==> src/rtl/mem_arb_pkg.sv <==
// Shared types for the memory-port arbiter: FSM states, read source encoding
// and the pending-read entry carried through the in-order tracking FIFO.
package mem_arb_pkg;

   typedef enum logic [1:0] {
      IDLE   = 2'd0,
      RD_REQ = 2'd1,
      WR_REQ = 2'd2
   } arb_state_e;

   localparam logic SRC_INST = 1'b0;
   localparam logic SRC_DATA = 1'b1;

   typedef struct packed {
      logic        src;
      logic [31:0] addr;
   } pend_entry_t;

endpackage

==> src/rtl/mem_arb_pend_fifo.sv <==
// In-order tracker of outstanding reads; the head names the channel and address
// that the next memory read response belongs to.
module mem_arb_pend_fifo
   import mem_arb_pkg::*;
#(
   parameter int unsigned DEPTH = 4
) (
   input  logic        CLK,
   input  logic        RST,
   input  logic        i_push,
   input  logic        i_src,
   input  logic [31:0] i_addr,
   input  logic        i_pop,
   output logic        o_full,
   output logic        o_empty,
   output logic        o_head_src,
   output logic [31:0] o_head_addr
);

   localparam int unsigned PtrW = $clog2(DEPTH);

   pend_entry_t     r_mem [DEPTH];
   logic [PtrW-1:0] r_wr_ptr;
   logic [PtrW-1:0] r_rd_ptr;
   logic [PtrW:0]   r_count;

   // Storage needs no reset; validity is tracked by r_count alone.
   always_ff @(posedge CLK) begin
      if (i_push) begin
         r_mem[r_wr_ptr] <= '{src: i_src, addr: i_addr};
      end
   end

   always_ff @(posedge CLK) begin
      if (!RST) begin
         r_wr_ptr <= '0;
         r_rd_ptr <= '0;
         r_count  <= '0;
      end else begin
         if (i_push) begin
            r_wr_ptr <= r_wr_ptr + 1'b1;
         end
         if (i_pop) begin
            r_rd_ptr <= r_rd_ptr + 1'b1;
         end
         case ({i_push, i_pop})
            2'b10:   r_count <= r_count + 1'b1;
            2'b01:   r_count <= r_count - 1'b1;
            default: r_count <= r_count;
         endcase
      end
   end

   assign o_full      = (r_count == (PtrW + 1)'(DEPTH));
   assign o_empty     = (r_count == '0);
   assign o_head_src  = r_mem[r_rd_ptr].src;
   assign o_head_addr = r_mem[r_rd_ptr].addr;

endmodule

==> src/rtl/mem_arbiter.sv <==
// Shares one memory port between instruction reads and data reads/writes, routing
// read responses back in order. Define MEM_ARB_STARVE_GUARD_EN for the starvation guard.
module mem_arbiter
   import mem_arb_pkg::*;
#(
   parameter int unsigned PEND_DEPTH   = 4,
   parameter int unsigned STARVE_LIMIT = 8
) (
   input  logic        CLK,
   input  logic        RST,
   input  logic        INST_RDEN,
   input  logic [31:0] INST_RIADDR,
   output logic        INST_RVALID,
   output logic [31:0] INST_ROADDR,
   output logic [31:0] INST_RDATA,
   input  logic        DATA_RDEN,
   input  logic [31:0] DATA_RIADDR,
   output logic        DATA_RVALID,
   output logic [31:0] DATA_ROADDR,
   output logic [31:0] DATA_RDATA,
   input  logic        DATA_WREN,
   input  logic [31:0] DATA_WADDR,
   input  logic [31:0] DATA_WDATA,
   output logic        MEM_WAIT,
   output logic        M_RDEN,
   output logic [31:0] M_RADDR,
   input  logic        M_RREADY,
   input  logic        M_RVALID,
   input  logic [31:0] M_RDATA,
   output logic        M_WREN,
   output logic [31:0] M_WADDR,
   output logic [31:0] M_WDATA,
   input  logic        M_WREADY,
   output logic        ERR_ORPHAN
);

   arb_state_e  r_state;
   logic        r_m_rden, r_m_wren;
   logic [31:0] r_m_raddr, r_m_waddr, r_m_wdata;
   logic        r_inst_rvalid, r_data_rvalid, r_err_orphan;
   logic [31:0] r_inst_roaddr, r_inst_rdata, r_data_roaddr, r_data_rdata;

   logic        w_fifo_full, w_fifo_empty, w_head_src;
   logic [31:0] w_head_addr;
   logic        w_pop, w_orphan, w_rd_ok, w_grant_ok, w_force_inst;
   logic        w_gnt_wr, w_gnt_dr, w_gnt_ir, w_push, w_push_src;
   logic [31:0] w_push_addr;

   assign w_pop    = M_RVALID & ~w_fifo_empty;
   assign w_orphan = M_RVALID & w_fifo_empty;
   // A response popping this cycle frees the slot a new read would take.
   assign w_rd_ok  = ~w_fifo_full | w_pop;

   always_comb begin
      w_grant_ok = 1'b0;
      case (r_state)
         IDLE:    w_grant_ok = 1'b1;
         RD_REQ:  w_grant_ok = M_RREADY;
         WR_REQ:  w_grant_ok = M_WREADY;
         default: w_grant_ok = 1'b0;
      endcase
   end

   always_comb begin
      w_gnt_wr = 1'b0;
      w_gnt_dr = 1'b0;
      w_gnt_ir = 1'b0;
      if (RST && w_grant_ok) begin
         if (w_force_inst && INST_RDEN && w_rd_ok) begin
            w_gnt_ir = 1'b1;
         end else if (DATA_WREN) begin
            w_gnt_wr = 1'b1;
         end else if (DATA_RDEN && w_rd_ok) begin
            w_gnt_dr = 1'b1;
         end else if (INST_RDEN && w_rd_ok) begin
            w_gnt_ir = 1'b1;
         end
      end
   end

   assign MEM_WAIT    = ~RST | (INST_RDEN & ~w_gnt_ir) | (DATA_RDEN & ~w_gnt_dr)
                        | (DATA_WREN & ~w_gnt_wr);
   assign w_push      = w_gnt_ir | w_gnt_dr;
   assign w_push_src  = w_gnt_dr ? SRC_DATA : SRC_INST;
   assign w_push_addr = w_gnt_dr ? DATA_RIADDR : INST_RIADDR;

`ifdef MEM_ARB_STARVE_GUARD_EN
   localparam int unsigned StarveW = $clog2(STARVE_LIMIT + 1);
   localparam logic [StarveW-1:0] StarveMax = StarveW'(STARVE_LIMIT);

   logic [StarveW-1:0] r_starve_cnt;

   always_ff @(posedge CLK) begin
      if (!RST) begin
         r_starve_cnt <= '0;
      end else if (!INST_RDEN || w_gnt_ir) begin
         r_starve_cnt <= '0;
      end else if (r_starve_cnt != StarveMax) begin
         r_starve_cnt <= r_starve_cnt + 1'b1;
      end
   end

   assign w_force_inst = (r_starve_cnt == StarveMax);
`else
   assign w_force_inst = 1'b0;
`endif

   mem_arb_pend_fifo #(
      .DEPTH(PEND_DEPTH)
   ) u_pend_fifo (
      .CLK         (CLK),
      .RST         (RST),
      .i_push      (w_push),
      .i_src       (w_push_src),
      .i_addr      (w_push_addr),
      .i_pop       (w_pop),
      .o_full      (w_fifo_full),
      .o_empty     (w_fifo_empty),
      .o_head_src  (w_head_src),
      .o_head_addr (w_head_addr)
   );

   // Request side: outputs stay put until the memory accepts, then the next grant loads.
   always_ff @(posedge CLK) begin
      if (!RST) begin
         r_state   <= IDLE;
         r_m_rden  <= 1'b0;
         r_m_wren  <= 1'b0;
         r_m_raddr <= '0;
         r_m_waddr <= '0;
         r_m_wdata <= '0;
      end else if (w_grant_ok) begin
         r_state  <= IDLE;
         r_m_rden <= 1'b0;
         r_m_wren <= 1'b0;
         if (w_gnt_wr) begin
            r_state   <= WR_REQ;
            r_m_wren  <= 1'b1;
            r_m_waddr <= DATA_WADDR;
            r_m_wdata <= DATA_WDATA;
         end else if (w_push) begin
            r_state   <= RD_REQ;
            r_m_rden  <= 1'b1;
            r_m_raddr <= w_push_addr;
         end
      end
   end

   always_ff @(posedge CLK) begin
      if (!RST) begin
         r_inst_rvalid <= 1'b0;
         r_inst_roaddr <= '0;
         r_inst_rdata  <= '0;
         r_data_rvalid <= 1'b0;
         r_data_roaddr <= '0;
         r_data_rdata  <= '0;
         r_err_orphan  <= 1'b0;
      end else begin
         r_inst_rvalid <= w_pop & (w_head_src == SRC_INST);
         r_data_rvalid <= w_pop & (w_head_src == SRC_DATA);
         if (w_pop && (w_head_src == SRC_INST)) begin
            r_inst_roaddr <= w_head_addr;
            r_inst_rdata  <= M_RDATA;
         end
         if (w_pop && (w_head_src == SRC_DATA)) begin
            r_data_roaddr <= w_head_addr;
            r_data_rdata  <= M_RDATA;
         end
         if (w_orphan) begin
            r_err_orphan <= 1'b1;
         end
      end
   end

   assign M_RDEN      = r_m_rden;
   assign M_RADDR     = r_m_raddr;
   assign M_WREN      = r_m_wren;
   assign M_WADDR     = r_m_waddr;
   assign M_WDATA     = r_m_wdata;
   assign INST_RVALID = r_inst_rvalid;
   assign INST_ROADDR = r_inst_roaddr;
   assign INST_RDATA  = r_inst_rdata;
   assign DATA_RVALID = r_data_rvalid;
   assign DATA_ROADDR = r_data_roaddr;
   assign DATA_RDATA  = r_data_rdata;
   assign ERR_ORPHAN  = r_err_orphan;

endmodule

==> config.mk <==
export PLATFORM = sky130hd
export DESIGN_NAME = mem_arbiter
export DESIGN_NICKNAME = d
export VERILOG_FILES = /design/src/rtl/mem_arb_pkg.sv /design/src/rtl/mem_arb_pend_fifo.sv /design/src/rtl/mem_arbiter.sv
export SDC_FILE = /design/constraint.sdc
export NUM_CORES = 1
export LEC_CHECK = 0
export ABC_AREA = 1
export CORE_MARGIN = 5
export CORE_UTILIZATION = 48
export CTS_CLUSTER_SIZE = 40
export DETAILED_ROUTE_END_ITERATION = 16
export HOLD_SLACK_MARGIN = 0.12
export PLACE_DENSITY = 0.85
export SETUP_SLACK_MARGIN = 0.5
export SLEW_MARGIN = 20
export SYNTH_ARGS = -nofsm -noshare
export SYNTH_HDL_FRONTEND = slang
export SYNTH_SLANG_ARGS = --single-unit
==> constraint.sdc <==
create_clock -name CLK -period 4.5 [get_ports CLK]
set_input_delay 0.9 -clock CLK [delete_from_list [all_inputs] [get_ports CLK]]
set_output_delay 0.9 -clock CLK [all_outputs]
set_load 0.05 [all_outputs]
==> results.json <==
{
  "n_antenna_cell": 0,
  "clk_path_buf_depth": 3,
  "critPathLaunchType": "primary input",
  "leakagePower_uw": 0.00812,
  "cts_made_buffers": 39,
  "end_kind": "output port",
  "netlist_area_mm2": 0.0141,
  "io_pins": 398,
  "p_per_area_mw_per_mm2": 501,
  "seqCellArea_mm2": 0.00873,
  "yosys-top-cells-count": "nor2_1, nand2_1, dfxtp_1, o21ai_0, edfxtp_1",
  "ys_seq_area_frac": 0.617,
  "hold_class": "reg2reg",
  "drv_slew": 0,
  "cts_tree": "done",
  "finalSetupTns_ns": 0,
  "multi_input_area_mm2": 0.00446,
  "ys_types": 28,
  "slew_headroom": 0.299,
  "critPathKind": "in2out",
  "cts_setup_buffers": 0,
  "yosysMostFrequentCell": "nor2_1",
  "place_congestion": 0.907,
  "nets": 2140,
  "die_h_um": 182,
  "hpwl_mm": 27.0,
  "drt_wl_total_mm": 40.0,
  "synth.avg_cell_area_um2": 8.76,
  "die-area_mm2": 0.0330,
  "ant_nets": 0,
  "synth_nets": 1788,
  "fmax_ghz": 0.284,
  "layout.cells.non_filler": 2381,
  "cp_max_fo": 36,
  "rows": 62,
  "drtIter0Drc": 986,
  "drive_gt1_frac": 0.0511,
  "syn_to_final_growth_pct": 38.4,
  "ys_async_sr_fraction": 0,
  "place_ws_ns": 0.854,
  "cts_root_buf": "clkbuf_16",
  "clock-sinks": 370,
  "yosys_register_bits": 370,
  "clock_latency_ns": 0.53,
  "drc": 0,
  "die_x_um": 182,
  "peakVddDrop_mv": 0.324,
  "grt_overflow": 0,
  "num_vias": 12200,
  "clkTransAtPathRegs_ns": 0.06,
  "synth_top_area_frac": 0.337,
  "wl_per_cell_um": 16.8,
  "yosys_warnings": 0,
  "synthFlopType": "dfxtp_1",
  "post_cts_resized": 0,
  "period_share": 0.782,
  "postCtsHoldBufs": 0,
  "coreArea_mm2": 0.0289,
  "fin_skew_ns": 0.0178,
  "layout_setup_ws_ns": 0.982,
  "synth-edff-count": 132,
  "syn_inst": 1614,
  "drv_cap": 0,
  "grt_pass1_vias": 11600,
  "finalHoldViolCount": 0,
  "drt-pass1-iter-count": 8,
  "rsz0062_at_grt": "false",
  "synth_area_leader_cell": "dfxtp_1",
  "place_inst": 2309,
  "crit_required_ns": 3.60,
  "grt_max_degree": 108,
  "via_per_inst": 5.12,
  "final.min_clock_period_ns": 3.52,
  "antenna_found_initial": 1,
  "grt_pass1_wl_mm": 62.2,
  "status": "completed",
  "htree_levels": 2,
  "tightest_slew_ns": 1.05,
  "grt.total_usage": 0.232,
  "portBuffers": 397,
  "fill_cells": 2223,
  "start_util": 0.490,
  "finalSetupViolCount": 0,
  "worstPathArrival_ns": 2.62,
  "netlist_top_cells_area": "dfxtp_1, edfxtp_1, nor2_1"
}
[flip-flops by register name, summed over array words and instances, names as in the netlist, named ones only]
register / cells
ERR_ORPHAN: 1
u_pend_fifo.r_wr_ptr: 2
INST_RVALID: 1
M_RADDR: 32
u_pend_fifo.r_mem: 132
u_pend_fifo.r_rd_ptr: 2
INST_ROADDR: 32
M_WDATA: 32
DATA_RVALID: 1
M_WADDR: 32
DATA_ROADDR: 32
u_pend_fifo.r_count: 3
DATA_RDATA: 32
INST_RDATA: 32
r_state: 2
[through the flow]
stage / power [uW] / hold slack [ns] / util / area [um^2]
finish: 9810 / 0.450 / 0.678 / 19600
CTS: 9870 / 0.455 / 0.678 / 19600
global route: 10200 / 0.471 / 0.678 / 19600
detailed placement: 6590 / 0.445 / 0.631 / 18200
global placement: 6540 / 0.446 / 0.631 / 18200
floorplan: 5650 / 0.436 / - / 14100
[power breakdown]
part / switching [uW] / internal [uW]
Sequential: 151 / 3780
Combinational: 1780 / 811
Clock: 1260 / 2020
[final cells by class]
cell class,count,area share
clock inverters,8,0.00665
well taps,384,0.0246
repair buffers,412,0.209
inverters,124,0.0238
flip-flops and latches,370,0.446
multi-input cells,1019,0.228
clock buffers,64,0.0621
[final timing paths]
kind | start | endpoint | slack, ns | cells past startpoint
max reg2reg | flop | DATA_RDATA[9] | 1.62 | 8
max | M_WREADY | MEM_WAIT | 0.98 | 10
min reg2reg | ERR_ORPHAN | ERR_ORPHAN | 0.45 | 2
min | ERR_ORPHAN | ERR_ORPHAN | 0.45 | 2
[worst max-delay path: stages]
cell and delay [ns]:
clkdlybuf4s50_1 0.45, inv_1 0.04, nand2_1 0.06, nand2_1 0.06, nand2_2 0.08, buf_4 0.36, nand4_2 0.22, nand2_1 0.12
o2111ai_1 0.10, buf_4 0.22
[layout by cell type, fill, tap and decap left out, types with 2 or more instances in the layout]
cell and count:
nor2_1 365, nand2_1 278, nand3_1 104, nand2_2 5, inv_2 7, clkbuf_2 2, o21ai_1 13, edfxtp_1 132
clkdlybuf4s50_1 395, ha_1 5, clkbuf_8 10, inv_1 116, bufinv_16 3, o21ai_0 182, nor2_4 2, clkinv_2 2
buf_4 16, a21oi_1 22, dfxtp_1 237, clkbuf_1 11, clkbuf_16 41, o22a_1 6, o22ai_1 25, nor2_2 5
[cell families after synthesis]
kind of cell	after synthesis	share of synthesized area
AND/OR/NAND/NOR	762	0.215
flip-flops	370	0.617
AO/OA/AOI/OAI	251	0.0934
buffers and inverters	225	0.0682
adder cells (fa/ha/maj)	6	0.00584
[routing by layer]
layer	wire length, um	share of wire	global-route usage	vias up
li1	-	-	-	5925
met1	16300	0.41	0.310	5618
met2	18400	0.46	0.373	567
met3	4100	0.10	0.0556	80
met4	1180	0.029	0.0745	2
met5	12	0.00030	0	-
No activity file was read; power rests on OpenSTA's default activity.
